File: src/rtl/pp_column_loader_if.sv
// Handshake bundle between the upstream beat source, the column loader and
// the downstream compressor.
//   in_valid/in_ready/din : one bit per column per beat (2N-1 columns)
//   out_valid/out_ready   : matrix handoff
//   dout                  : flattened N*N dot matrix
//   beat_cnt              : beats currently held (0..N)
// master = side driving beats and consuming the matrix, slave = loader.
interface pp_column_loader_if #(
  parameter int unsigned N = 17
);
  localparam int unsigned COLS = 2 * N - 1;
  localparam int unsigned MW   = N * N;
  localparam int unsigned CW   = $clog2(N + 1);

  logic            in_valid;
  logic            in_ready;
  logic [COLS-1:0] din;
  logic            out_valid;
  logic            out_ready;
  logic [MW-1:0]   dout;
  logic [CW-1:0]   beat_cnt;

  modport master (
    output in_valid, din, out_ready,
    input  in_ready, out_valid, dout, beat_cnt
  );

  modport slave (
    input  in_valid, din, out_ready,
    output in_ready, out_valid, dout, beat_cnt
  );
endinterface

File: src/rtl/pp_column_loader.sv
// Serial-to-parallel loader for the partial-product dot matrix of an NxN
// multiplier compressor. Each accepted beat shifts din[i] into column i;
// column i keeps its last h(i) = min(i+1, 2N-1-i) bits. After N beats the
// flattened matrix is offered downstream over a valid/ready handshake.
// Ports:
//   clk    : rising-edge clock
//   rst_n  : asynchronous active-low reset
//   flush  : synchronous clear of counter and columns, overrides accept/pop
//   bus    : pp_column_loader_if.slave (beat input, matrix output, beat_cnt)
// The interface instance must be built with the same N as this module.
module pp_column_loader #(
  parameter int unsigned N            = 17,
  parameter bit          CLEAR_ON_POP = 1'b1
) (
  input  logic                  clk,
  input  logic                  rst_n,
  input  logic                  flush,
  pp_column_loader_if.slave     bus
);

  localparam int unsigned COLS = 2 * N - 1;
  localparam int unsigned MW   = N * N;
  localparam int unsigned CW   = $clog2(N + 1);

  // Height of column i in the dot matrix.
  function automatic int unsigned col_h(input int unsigned i);
    return ((i + 1) < (COLS - i)) ? (i + 1) : (COLS - i);
  endfunction

  // Bit offset of column i inside the flattened matrix.
  function automatic int unsigned col_off(input int unsigned i);
    int unsigned s;
    s = 0;
    for (int unsigned k = 0; k < i; k++) begin
      s += col_h(k);
    end
    return s;
  endfunction

  logic [MW-1:0] matrix_q;
  logic [MW-1:0] matrix_d;
  logic [MW-1:0] shift_c;
  logic [MW-1:0] lsb_c;
  logic [CW-1:0] cnt_q;
  logic [CW-1:0] cnt_d;
  logic          full_c;
  logic          in_ready_c;
  logic          accept_c;
  logic          pop_c;

  // Handshake decode; in_ready only looks at out_ready combinationally.
  assign full_c     = (cnt_q == CW'(N));
  assign in_ready_c = !full_c || bus.out_ready;
  assign accept_c   = bus.in_valid && in_ready_c;
  assign pop_c      = full_c && bus.out_ready;

  assign bus.in_ready  = in_ready_c;
  assign bus.out_valid = full_c;
  assign bus.dout      = matrix_q;
  assign bus.beat_cnt  = cnt_q;

  // Per-column candidates: shifted-in column, or column holding only the new bit.
  // Newest bit sits at the column LSB; the oldest falls off the top.
  for (genvar i = 0; i < COLS; i++) begin : g_col
    localparam int unsigned H   = col_h(i);
    localparam int unsigned OFF = col_off(i);
    if (H == 1) begin : g_h1
      assign shift_c[OFF] = bus.din[i];
      assign lsb_c[OFF]   = bus.din[i];
    end else begin : g_hn
      assign shift_c[OFF +: H] = {matrix_q[OFF +: (H - 1)], bus.din[i]};
      assign lsb_c[OFF +: H]   = {{(H - 1){1'b0}}, bus.din[i]};
    end
  end

  // Next-state: flush > pop&accept > pop > accept > hold.
  always_comb begin
    matrix_d = matrix_q;
    cnt_d    = cnt_q;
    if (flush) begin
      matrix_d = '0;
      cnt_d    = '0;
    end else if (pop_c && accept_c) begin
      matrix_d = CLEAR_ON_POP ? lsb_c : shift_c;
      cnt_d    = CW'(1);
    end else if (pop_c) begin
      if (CLEAR_ON_POP) begin
        matrix_d = '0;
      end
      cnt_d = '0;
    end else if (accept_c) begin
      matrix_d = shift_c;
      cnt_d    = cnt_q + CW'(1);
    end
  end

  // State registers.
  always_ff @(posedge clk or negedge rst_n) begin
    if (!rst_n) begin
      matrix_q <= '0;
      cnt_q    <= '0;
    end else begin
      matrix_q <= matrix_d;
      cnt_q    <= cnt_d;
    end
  end

endmodule

File: src/flat_wrapper.sv
// flat-port wrapper written by rule: the top's interface ports become plain ports
module pp_column_loader_flat 
#(
  parameter int unsigned N            = 17,
  parameter bit          CLEAR_ON_POP = 1'b1
)
  (clk, rst_n, flush, bus_in_valid, bus_din, bus_out_ready, bus_in_ready, bus_out_valid, bus_dout, bus_beat_cnt);
  pp_column_loader_if #(.N(N)) bus_i ();
  input  logic clk;
  input  logic rst_n;
  input  logic flush;
  input wire logic [$bits(bus_i.in_valid)-1:0] bus_in_valid;
  input wire logic [$bits(bus_i.din)-1:0] bus_din;
  input wire logic [$bits(bus_i.out_ready)-1:0] bus_out_ready;
  output wire logic [$bits(bus_i.in_ready)-1:0] bus_in_ready;
  output wire logic [$bits(bus_i.out_valid)-1:0] bus_out_valid;
  output wire logic [$bits(bus_i.dout)-1:0] bus_dout;
  output wire logic [$bits(bus_i.beat_cnt)-1:0] bus_beat_cnt;
  assign bus_i.in_valid = bus_in_valid;
  assign bus_i.din = bus_din;
  assign bus_i.out_ready = bus_out_ready;
  assign bus_in_ready = bus_i.in_ready;
  assign bus_out_valid = bus_i.out_valid;
  assign bus_dout = bus_i.dout;
  assign bus_beat_cnt = bus_i.beat_cnt;
  pp_column_loader #(.N(N), .CLEAR_ON_POP(CLEAR_ON_POP)) u_core (.clk(clk), .rst_n(rst_n), .flush(flush), .bus(bus_i));
endmodule
File: config.mk
export PLATFORM = sky130hd
export DESIGN_NAME = pp_column_loader_flat
export DESIGN_NICKNAME = d
export VERILOG_FILES = /design/src/rtl/pp_column_loader_if.sv /design/src/rtl/pp_column_loader.sv /design/src/flat_wrapper.sv
export SDC_FILE = /design/constraint.sdc
export NUM_CORES = 1
export LEC_CHECK = 0
export ABC_CLOCK_PERIOD_IN_PS = 2750
export CELL_PAD_IN_SITES_DETAIL_PLACEMENT = 0
export CELL_PAD_IN_SITES_GLOBAL_PLACEMENT = 1
export CORE_ASPECT_RATIO = 2
export CORE_MARGIN = 1
export CORE_UTILIZATION = 44
export CTS_BUF_LIST = sky130_fd_sc_hd__clkbuf_4
export CTS_CLUSTER_SIZE = 25
export DETAILED_ROUTE_END_ITERATION = 10
export GPL_TIMING_DRIVEN = 0
export PLACE_DENSITY_LB_ADDON = 0.12
export RECOVER_POWER = 50
export SKIP_LAST_GASP = 1
export SLEW_MARGIN = 0
export SYNTH_ARGS = -nofsm -noshare
export SYNTH_HDL_FRONTEND = slang
export SYNTH_SLANG_ARGS = --single-unit
File: constraint.sdc
create_clock -name clk -period 2.75 [get_ports clk]
set_clock_uncertainty 0.1 [all_clocks]
set_input_delay 0.4125 -clock clk [delete_from_list [all_inputs] [get_ports clk]]
set_output_delay 0.4125 -clock clk [all_outputs]
set_load 0.02 [all_outputs]
==> results by group, run 1 <==
Placed design
  • I/O Buffers: between 300 and 400
  • DP HPWL: 36300 um
  • Pre-CTS WS: -140 ps
  • Placer congestion estimate: 0.816

Setup path
  • FF-to-FF path depth: 8
  • Max incr delay on CP: 400 ps
  • Worst EP required: 2240 ps
  • Signal arrival time at the worst endpoint: roughly 2100 ps
  • CP bufs+invs: 5
  • Crit path launch type: register
  • Top delay family on crit path: buffers and inverters
  • CP Max Fanout: 19
  • Worst r2r src: u_core.bus.beat_cnt[0]$_DFFE_PN0P_
  • Worst reg-to-reg setup slack: 240 ps
  • Crit Path Category: reg2out
  • End of the worst register-to-register path: u_core.bus.dout[273]$_DFFE_PN0P_
  • Crit path capture type: output pin
  • Cell Chain, Critical Path: inv_2 -> ha_1 -> nand4bb_1 -> buf_6 -> inv_6 -> buf_8 -> buf_2
  • Slowest cell on the critical path: dfrtp_1

Yosys
  • Post-synth design cell area: between 15000 and 20000 um^2
  • Top FF cell, synth: dfrtp_1
  • Warnings from Yosys: 0
  • Cells after Synth: 1648
  • Most frequent cells after synthesis: dfrtp_1, or3_1, mux2i_1, nand2b_1, o21ai_0
  • Yosys top cell by area: dfrtp_1
  • Top-count cell post-synth: dfrtp_1
  • Register area share after synthesis: between 40% and 50%
  • Synth async-reset ratio: 100%
  • Yosys top cell area share: 45.0%
  • Number of synthesized flops with an enable pin: 0
  • Count of unique library cells instantiated by Yosys: 31
  • #FFs+latches synth: 294
  • Syn nets: 1688
  • Main area contributors after synthesis: dfrtp_1, mux2i_1, or3_1
  • Mapped Avg Cell Area: 9.91 um^2

Power and ir drop
  • Sequential power share: 48.4%
  • Internal power: 6.78 mW
  • Leak: between 8 and 9 nW
  • P_sw: 2.42 mW
  • Logic pwr share: under 10%
  • VDD IR max: 0.000308 V
  • Clk pwr share: 42.3%
  • Pwr dens: 433 nW/um^2
  • Power Total: slightly above 9 mW
  • Switch share: a little over a quarter

Cells and area
  • Layout Nets: 2103
  • Layout area overhead: 30.0%
  • Area of the multi-input gates: 8190 um^2
  • Fin util: approximately 58%
  • Share of cells above drive strength 1: approximately 8.6%
  • # fillers: 3307
  • Register area: about 7400 um^2

Detailed routing
  • DR vias: 14.3k
  • Vias/cell: 5.53
  • DRC: 46
  • Post-route ant nets: 0
  • DRT iter0 DRCs: 598
  • WL/cell: between 15 and 20 um
  • First-pass DRT Iterations: 8
  • Highest routed metal layer: met4
  • Routed wl met2: 26800 um
  • Met1 wire length: 18600 um
  • WL final: 50900 um
  • WL met3: 3280 um

Clock network
  • CTS tree: built
  • CTS max path bufs: 3
  • Clock sinks: 294
  • Number of H-tree levels: 3
  • Root Buffer: clkbuf_4
  • CTS clock-pin slew for the worst setup and hold paths: 70 ps
  • Insertion delay to the later sink of the worst-skew pair: 750 ps
  • Num CTS Buffers: 75

Run status
  • Violated checks: design-rule violations, max-capacitance violations, max-slew violations
  • Status: finished, violations left

STA
  • Final worst slack: 113 ps
  • Slew HR: -8.70%
  • Final hold viol count: 0
  • Max frequency: 379 MHz
  • Worst slew pin tran: 1630 ps
  • Final Max Tran Viols: 59
  • RSZ-0062 raised after global routing: no
  • Final setup viols: 0
  • Post-route clock period utilization: 95.9%
  • Setup TNS: 0 ps
  • WHS: 189 ps
  • Final min period: about 2600 ps

Global routing
  • Vias in the first global route: ~15k
  • GRT Util Overall: a little over a quarter
  • Largest net degree at the start of global routing: 84
  • Initial antenna violation count: 11
  • Gr ovfl total: 0
  • First-pass GRT wire length: approximately 81000 um

Floorplanning
  • Core area: between 30000 and 40000 um^2
  • I/O pins: about 330
  • Die Height: 274 um
  • Row count: 99
  • Die X: 138 um
  • Starting Density: 44.7%
  • Die area: between 30000 and 40000 um^2

Worst hold path
  • Hold crit path type: in2reg
  • Hold_sp: bus_din[0]
  • Hold Path End: u_core.bus.dout[0]$_DFFE_PN0P_
  • Hold path cells: 3

Run
  • Maxcap violations: 1
[placed cells by master (no fill, tap or decap), drive strengths merged, types with 2 or more instances in the layout]
cell type,synthesis,routed
buf,48,50
nand4,2,2
nand3b,66,66
diode,0,11
nand2b,257,257
nor3b,2,2
xor2,2,2
or3,257,257
nand2,2,2
clkinv,0,8
ha,2,2
o21ai,257,257
mux2i,256,256
clkbuf,127,247
inv,2,5
o211ai,33,33
bufinv,0,2
clkdlybuf4s50,0,327
dfrtp,294,294
a31oi,34,34
[cells by family (layout without fill, tap and decap cells)]
| group | Yosys count | count (layout) | synth area share (%) |
|---|---|---|---|
| compound gates | 329 | 329 | 11.1 |
| buf+inv | 177 | 640 | 4.81 |
| flops | 294 | 294 | 45.0 |
| fa+ha+maj | 2 | 2 | 0.153 |
| other cells | 0 | 11 | 0 |
| mux | 256 | 256 | 15.7 |
| xor+xnor | 2 | 2 | 0.107 |
| simple gates | 588 | 588 | 23.1 |
[power by group through the flow]
stage	Sequential (mW)	Combinational [mW]	Clock, mW
final	4.45	0.863	3.89
after global routing	4.46	0.937	4.22
after CTS	4.45	0.884	4.03
after detailed placement	4.53	0.877	0
after global placement	4.54	0.856	0
after floorplan	4.57	0.416	0
[worst max path at each step]
stage,start,endpoint,cells past startpoint
after floorplan,u_core.bus.beat_cnt[0]$_DFFE_PN0P_,bus_in_ready,9
after global placement,rst_n,u_core.bus.dout[259]$_DFFE_PN0P_,1
after detailed placement,u_core.bus.beat_cnt[1]$_DFFE_PN0P_,bus_in_ready,11
after CTS,u_core.bus.beat_cnt[0]$_DFFE_PN0P_,bus_in_ready,7
after global routing,u_core.bus.beat_cnt[1]$_DFFE_PN0P_,bus_out_valid,7
final,u_core.bus.beat_cnt[1]$_DFFE_PN0P_,bus_out_valid,7
[worst reg2reg max path, stage by stage, from the launching register on]
cell and delay [ps]:
dfrtp_2 450, ha_1 230, nand4bb_1 110, buf_6 130
inv_6 50, nand2b_4 70, clkbuf_1 200, clkbuf_1 770
o21ai_0 250
[metrics by stage]
stage | cell area [um^2] | instances
global placement | 20200 | 2432
global route | 21200 | 2576
finish | 21200 | 2576
floorplan | 16300 | 1648
CTS | 21200 | 2558
detailed placement | 20300 | 2435
[what timing repair did]
| item | 4_1_cts | 5_1_grt |
|---|---|---|
| gates resized for setup | 13 | 4 |
| gates cloned | 0 | 1 |
| hold buffers | 1 | 0 |
| setup endpoints to repair | 2 | 2 |
| endpoints found under the hold margin | 189 | 0 |
| buffers inserted | 1 | 6 |
[layer usage]
layer  up-vias  GRT usage (%)
met2       407           48.9
met5         -              0
li1       6718              -
met1      7028           28.1
met4         0           15.3
met3       100           6.62
[final cells by class]
cell class	count	share of cell area (%)
plain buffers	171	3.45
repair buffers	342	16.0
diodes	11	0.130
clock inverters	13	0.483
well taps	454	2.67
flip-flops and latches	294	34.6
clock buffers	112	3.96
multi-input cells	1177	38.5
inverters	2	0.0589
[sequential cells by signal (all words and copies together) (netlist names)]
name                 flops
u_core.bus.dout        289
u_core.bus.beat_cnt      5
No activity file was read; power rests on OpenSTA's default activity.
==> run 2: changes to the inputs <==
ABC_AREA = 1   (was unset)
CORE_UTILIZATION = 40   (was 44)
SETUP_SLACK_MARGIN = 0.02   (was unset)
==> run 2 against run 1 <==
  * The run ends with max-capacitance violations, max-slew violations left
  * Synthesized cell count down 21%
  * Worst setup slack better by 89 ps
  * Combinational power up 5.1%
  * Highest routed layer unchanged
  * Critical endpoint is now u_core.bus.dout[164]$_DFFE_PN0P_
==> results by group, run 2 <==
Setup path
  • Max incr delay on CP: 520 ps
  • Slowest cell on the critical path: nor2_1
  • Worst reg-to-reg setup slack: 200 ps
  • Crit path capture type: register
  • Worst r2r src: u_core.bus.beat_cnt[0]$_DFFE_PN0P_
  • Worst EP required: approximately 3300 ps
  • Crit Path Category: reg2reg
  • End of the worst register-to-register path: u_core.bus.dout[164]$_DFFE_PN0P_
  • Crit-path most repeated cell: nand2_1
  • Signal arrival time at the worst endpoint: 3100 ps
  • CP Max Fanout: 10
  • CP bufs+invs: 4
  • FF-to-FF path depth: 10
  • Top delay family on crit path: buffers and inverters
  • Cell Chain, Critical Path: ha_1 -> nand2_1 -> inv_1 -> nand2_2 -> inv_1 -> nor2_1 -> clkbuf_2 -> clkbuf_2 -> nand2_1 -> nand2_1
  • Crit path launch type: register

Yosys
  • Most frequent cells after synthesis: nand2_1, nand3_1, dfrtp_1, buf_2, buf_6
  • Cells after Synth: 1299
  • Synth async-reset ratio: 100%
  • Warnings from Yosys: 0
  • Yosys top cell by area: dfrtp_1
  • Main area contributors after synthesis: dfrtp_1, nand2_1, nand3_1
  • Mapped Avg Cell Area: 9.21 um^2
  • Syn nets: ~1.3k
  • #FFs+latches synth: 294
  • Top FF cell, synth: dfrtp_1
  • Post-synthesis compound-gate area fraction: 0.125%
  • Yosys top cell area share: between 60% and 70%
  • Synth Area in XOR/XNOR: 0.220%
  • Count of unique library cells instantiated by Yosys: 19
  • Post-Synth Adder-Cell Area: less than 1%
  • Mux share of post-synthesis cell area: 0%
  • Post-synthesis simple-gate area fraction: 31.7%
  • Combinational family with the most area after synthesis: simple AND/OR/NAND/NOR gates
  • Post-synth design cell area: 12000 um^2
  • Register area share after synthesis: 61.5%
  • Number of synthesized flops with an enable pin: 0
  • Top-count cell post-synth: nand2_1

STA
  • Final hold viol count: 0
  • Worst slew pin tran: 1580 ps
  • Setup TNS: 0 ps
  • Slew HR: -5.11%
  • WHS: 127 ps
  • Final setup viols: 0
  • Post-route clock period utilization: 92.7%
  • Max frequency: 392 MHz
  • Final min period: 2550 ps
  • RSZ-0062 raised after global routing: no
  • Final Max Tran Viols: 57

Cells and area
  • Post-route cell area: 16600 um^2
  • Flip-flop count of the largest register after layout: around 290
  • Most common cell after layout, fill and taps aside: nand2_1
  • Share of cells above drive strength 1: 11.6%
  • # fillers: 2741
  • Layout Nets: 1749
  • Layout area overhead: 38.6%
  • Final non-filler cell total: 2113
  • Most frequent cells in the layout: nand2_1, clkdlybuf4s50_1, nand3_1

Floorplanning
  • Die X: 124 um
  • I/O pins: between 300 and 400
  • Die Height: 247 um
  • Core area: between 20000 and 30000 um^2
  • Row count: 89
  • Starting Density: roughly 40%
  • Die area: 30700 um^2

Run status
  • Status: finished, violations left
  • Violated checks: max-capacitance violations, max-slew violations

Global routing
  • Gr ovfl total: 0
  • Initial antenna violation count: 4
  • First-pass GRT wire length: 57000 um
  • Largest net degree at the start of global routing: 99
  • GRT Util Overall: 23.6%
  • Vias in the first global route: ~10k

Placed design
  • I/O Buffers: 333
  • DP HPWL: 25700 um
  • Placer congestion estimate: between 0.8 and 0.9
  • Dpl cell area: between 15000 and 20000 um^2
  • Placed cells: 1999

Clock network
  • Root Buffer: clkbuf_4
  • CTS tree: built
  • Num CTS Buffers: 71
  • Clock sinks: 294
  • CTS clock-pin slew for the worst setup and hold paths: 80 ps
  • Number of H-tree levels: 3
  • Insertion delay to the later sink of the worst-skew pair: between 700 and 800 ps
  • Setup Buffers After CTS: 0
  • CTS max path bufs: 3

Detailed routing
  • DRC: 0
  • DRT iter0 DRCs: 598
  • Post-route ant nets: 0
  • First-pass DRT Iterations: 4
  • WL final: 36000 um
  • DR vias: 10.5k
  • WL/cell: between 15 and 20 um
  • Vias/cell: 4.95

Worst hold path
  • Hold_sp: bus_din[21]
  • Hold crit path type: in2reg
  • Hold Path End: u_core.bus.dout[211]$_DFFE_PN0P_
  • Hold path cells: 3

Power and ir drop
  • Sequential power share: 50.9%
  • Clk pwr share: 38.9%
  • Logic pwr share: between 10% and 20%
  • Pwr dens: 534 nW/um^2
  • VDD IR max: around 0.00030 V
  • Leak: about 8.7 nW
  • Power Total: around 8.9 mW
  • Switch share: 26.8%
  • Internal power: roughly 6.5 mW
  • P_sw: 2.37 mW

Run
  • Maxcap violations: 1
run 2: changes by cell type after synthesis, moves of 10 or more:
cell,before,now
a31oi_1,34,0
buf_2,37,47
buf_4,2,14
buf_6,8,32
clkbuf_1,125,4
mux2i_1,256,0
nand2_1,2,555
nand2b_1,256,0
nand3_1,0,327
nand3b_1,66,0
o211ai_1,33,0
o21ai_0,225,3
o21ai_1,23,0
or3_1,257,0
run 2: layout make-up:
cell class,instances,area (um^2),share of cell area [%]
antenna,5,12.5,0.0754
buffer,98,684,4.13
clock buffer,99,743,4.48
clock inverter,9,62.6,0.377
inverter,9,33.8,0.204
multi-input combinational,898,3840,23.1
sequential,294,7360,44.4
tap,364,455,2.75
timing repair buffer,337,3400,20.5
run 2: worst register-to-register path, stage by stage, from the launching register on:
cell and delay (ps):
dfrtp_1 460, ha_1 230, nand2_1 60, inv_1 50, nand2_2 80, inv_1 60, nor2_1 520, clkbuf_2 460
clkbuf_2 300, nand2_1 90, nand2_1 80
run 2: per-layer routing:
layer  GRT usage (%)  part of all wire [%]  vias to the layer above  wire (um)
li1                -                     -                     5039          -
met1            25.7                    37                     5027      13400
met2            42.3                    53                      328      19200
met3            6.12                   6.0                       67       2160
met4            11.6                   3.3                        0       1190
met5               0                     0                        -          0
run 2: per-stage QoR:
step                utilization [%]  setup WS, ps
finish                         56.2           201
global route                   56.2          31.9
CTS                            56.5         -25.9
detailed placement             53.7           535
global placement               53.4        -12040
floorplan                         -          1010
run 2: how the worst max path moves through the flow:
stage | start | endpoint | slack (ps) | cells after the start
final | u_core.bus.beat_cnt[0]$_DFFE_PN0P_ | u_core.bus.dout[164]$_DFFE_PN0P_ | 200 | 10
after global routing | u_core.bus.beat_cnt[0]$_DFFE_PN0P_ | u_core.bus.dout[164]$_DFFE_PN0P_ | 30 | 10
after CTS | u_core.bus.beat_cnt[1]$_DFFE_PN0P_ | bus_in_ready | -30 | 7
after detailed placement | bus_out_ready | bus_in_ready | 530 | 3
after global placement | rst_n | u_core.bus.dout[50]$_DFFE_PN0P_ | -12040 | 1
after floorplan | u_core.bus.beat_cnt[0]$_DFFE_PN0P_ | bus_in_ready | 1010 | 5
run 2: cell families (layout without fill, tap and decap cells):
kind of cell             Yosys count  count (layout)
AND/OR/NAND/NOR                  890             890
flip-flops                       294             294
buffers and inverters            107             552
AO/OA/AOI/OAI                      3               3
XOR/XNOR                           3               3
adder cells (fa/ha/maj)            2               2
other                              0               5
run 2: repair_timing:
item	4_1_cts	5_1_grt
hold buffers	1	0
endpoints found under the setup margin	2	1
endpoints found under the hold margin	251	0
resized for setup	3	2
run 2: power by group through the flow:
stage | clock network [mW] | logic [mW] | registers (mW)
after floorplan | 0 | 0.334 | 4.68
after global placement | 0 | 0.916 | 4.59
after detailed placement | 0 | 0.934 | 4.59
after CTS | 3.58 | 0.939 | 4.51
after global routing | 3.78 | 0.991 | 4.52
final | 3.45 | 0.907 | 4.51
==> run 3: changes to the inputs <==
ABC_CLOCK_PERIOD_IN_PS = 3200   (was 2750)
clock period = 3.2 ns   (was 2.75 ns; I/O delays follow)
==> run 3 against run 2 <==
  * The flow still finishes with violations (max-capacitance violations, max-slew violations)
  * Flip-flop and latch count unchanged
  * Die area unchanged
  * Cell count did not move
==> results by group, run 3 (synthesis results as in run 2) <==
Floorplanning
  • Die X: around 120 um
  • Die area: between 30000 and 40000 um^2
  • I/O pins: 334
  • Core area: 29500 um^2
  • Die Height: 247 um
  • Row count: 89
  • Starting Density: around two fifths

Detailed routing
  • DRC: 0
  • DR vias: ~10k
  • Vias/cell: approximately 5.0
  • WL/cell: 17.0 um
  • DRT iter0 DRCs: 522
  • Post-route ant nets: 0
  • WL final: 36000 um
  • First-pass DRT Iterations: 5

Setup path
  • Slowest cell on the critical path: clkdlybuf4s50_1
  • Signal arrival time at the worst endpoint: approximately 2400 ps
  • Crit path launch type: register
  • Crit path capture type: output pin
  • Max incr delay on CP: ~560 ps
  • Cell Chain, Critical Path: ha_1 -> nand2_1 -> inv_1 -> nand2_2 -> or2_2 -> clkdlybuf4s50_1
  • FF-to-FF path depth: 10
  • CP Max Fanout: 6
  • Worst EP required: 2620 ps
  • Crit Path Category: reg2out

Clock network
  • Num CTS Buffers: 71
  • Setup Buffers After CTS: 0
  • Clock sinks: 294
  • Root Buffer: clkbuf_4
  • CTS max path bufs: 3
  • Number of H-tree levels: 3
  • Insertion delay to the later sink of the worst-skew pair: 740 ps
  • CTS tree: built
  • CTS clock-pin slew for the worst setup and hold paths: 80 ps

Placed design
  • I/O Buffers: 333
  • DP HPWL: about 26000 um
  • Placer congestion estimate: approximately 0.83
  • Placed cells: 1999

STA
  • Post-route clock period utilization: 93.2%
  • Setup TNS: 0 ps
  • WHS: 197 ps
  • Final min period: 2980 ps
  • Slew HR: -0.282%
  • Final hold viol count: 0
  • Final setup viols: 0
  • Max frequency: between 300 and 400 MHz
  • RSZ-0062 raised after global routing: no
  • Final Max Tran Viols: 38
  • Worst slew pin tran: 1500 ps

Global routing
  • Largest net degree at the start of global routing: 99
  • GRT Util Overall: 23.6%
  • Gr ovfl total: 0
  • Initial antenna violation count: 4
  • First-pass GRT wire length: 57000 um
  • Vias in the first global route: 10.4k

Cells and area
  • Most frequent cells in the layout: nand2_1, clkdlybuf4s50_1, nand3_1
  • Layout area overhead: 37.8%
  • Area of the multi-input gates: 3840 um^2
  • # fillers: 2754
  • Final non-filler cell total: around 2.1k
  • Flip-flop count of the largest register after layout: 289
  • Share of cells above drive strength 1: a little over a tenth
  • Most common cell after layout, fill and taps aside: nand2_1
  • Register area: around 7400 um^2
  • Layout Nets: 1749

Power and ir drop
  • VDD IR max: 0.000257 V
  • Leak: 8.57 nW
  • Pwr dens: between 400 and 500 nW/um^2

Run
  • Maxcap violations: 1

Run status
  • Violated checks: max-capacitance violations, max-slew violations
  • Status: finished, violations left

Worst hold path
  • Hold path cells: 3
  • Hold crit path type: in2reg
## run 3: final timing paths
check | startpoint | end | slack [ps]
max | u_core.bus.beat_cnt[0]$_DFFE_PN0P_ | bus_in_ready | 220
min | bus_din[20] | u_core.bus.dout[198]$_DFFE_PN0P_ | 200
max reg2reg | u_core.bus.beat_cnt[0]$_DFFE_PN0P_ | u_core.bus.dout[81]$_DFFE_PN0P_ | 250
min reg2reg | u_core.bus.dout[231]$_DFFE_PN0P_ | u_core.bus.dout[232]$_DFFE_PN0P_ | 380
max in group asynchronous | rst_n | u_core.bus.dout[45]$_DFFE_PN0P_ | 550
min in group asynchronous | rst_n | u_core.bus.dout[134]$_DFFE_PN0P_ | 540
## run 3: what timing repair did
item | CTS | global route
hold buffers | 1 | 0
gates resized for setup | 0 | 0
endpoints found under the hold margin | 123 | 0
## run 3: metal layers
layer  share of wire, %  wire length, um  GRT usage, %
met5                  0                0             0
met2                 54            19300          42.3
met1                 37            13300          25.7
met4                3.2             1160          11.6
met3                6.2             2230          6.12
## run 3: cell type report
class | count | share of cell area (%)
timing repair buffer | 337 | 20.5
clock buffer | 99 | 4.51
antenna | 5 | 0.0758
tap | 364 | 2.76
sequential | 294 | 44.6
clock inverter | 9 | 0.379
multi-input combinational | 898 | 23.3
inverter | 9 | 0.205
buffer | 98 | 3.72
## run 3: worst max-delay path, delay by kind of cell (launching register included)
kind / cells / cell delay [ps]
flip-flops: 1 / 460
buffers and inverters: 2 / 640
AND/OR/NAND/NOR: 3 / 390
adder cells (fa/ha/maj): 1 / 190
## run 3: power breakdown
group / switching, mW / total, mW / internal, mW
registers: 0.0791 / 3.87 / 3.79
logic: 0.483 / 0.766 / 0.282
clock network: 1.47 / 2.96 / 1.49
## run 3: per-stage QoR
step	cell area, um^2	power [mW]	setup slack, ps	utilization, %
floorplan	12000	4.31	1400	-
global placement	15800	4.73	-11660	53.4
detailed placement	15800	4.75	850	53.7
CTS	16700	7.76	121	56.5
global route	16500	7.97	42.9	55.9
finish	16500	7.60	219	55.9
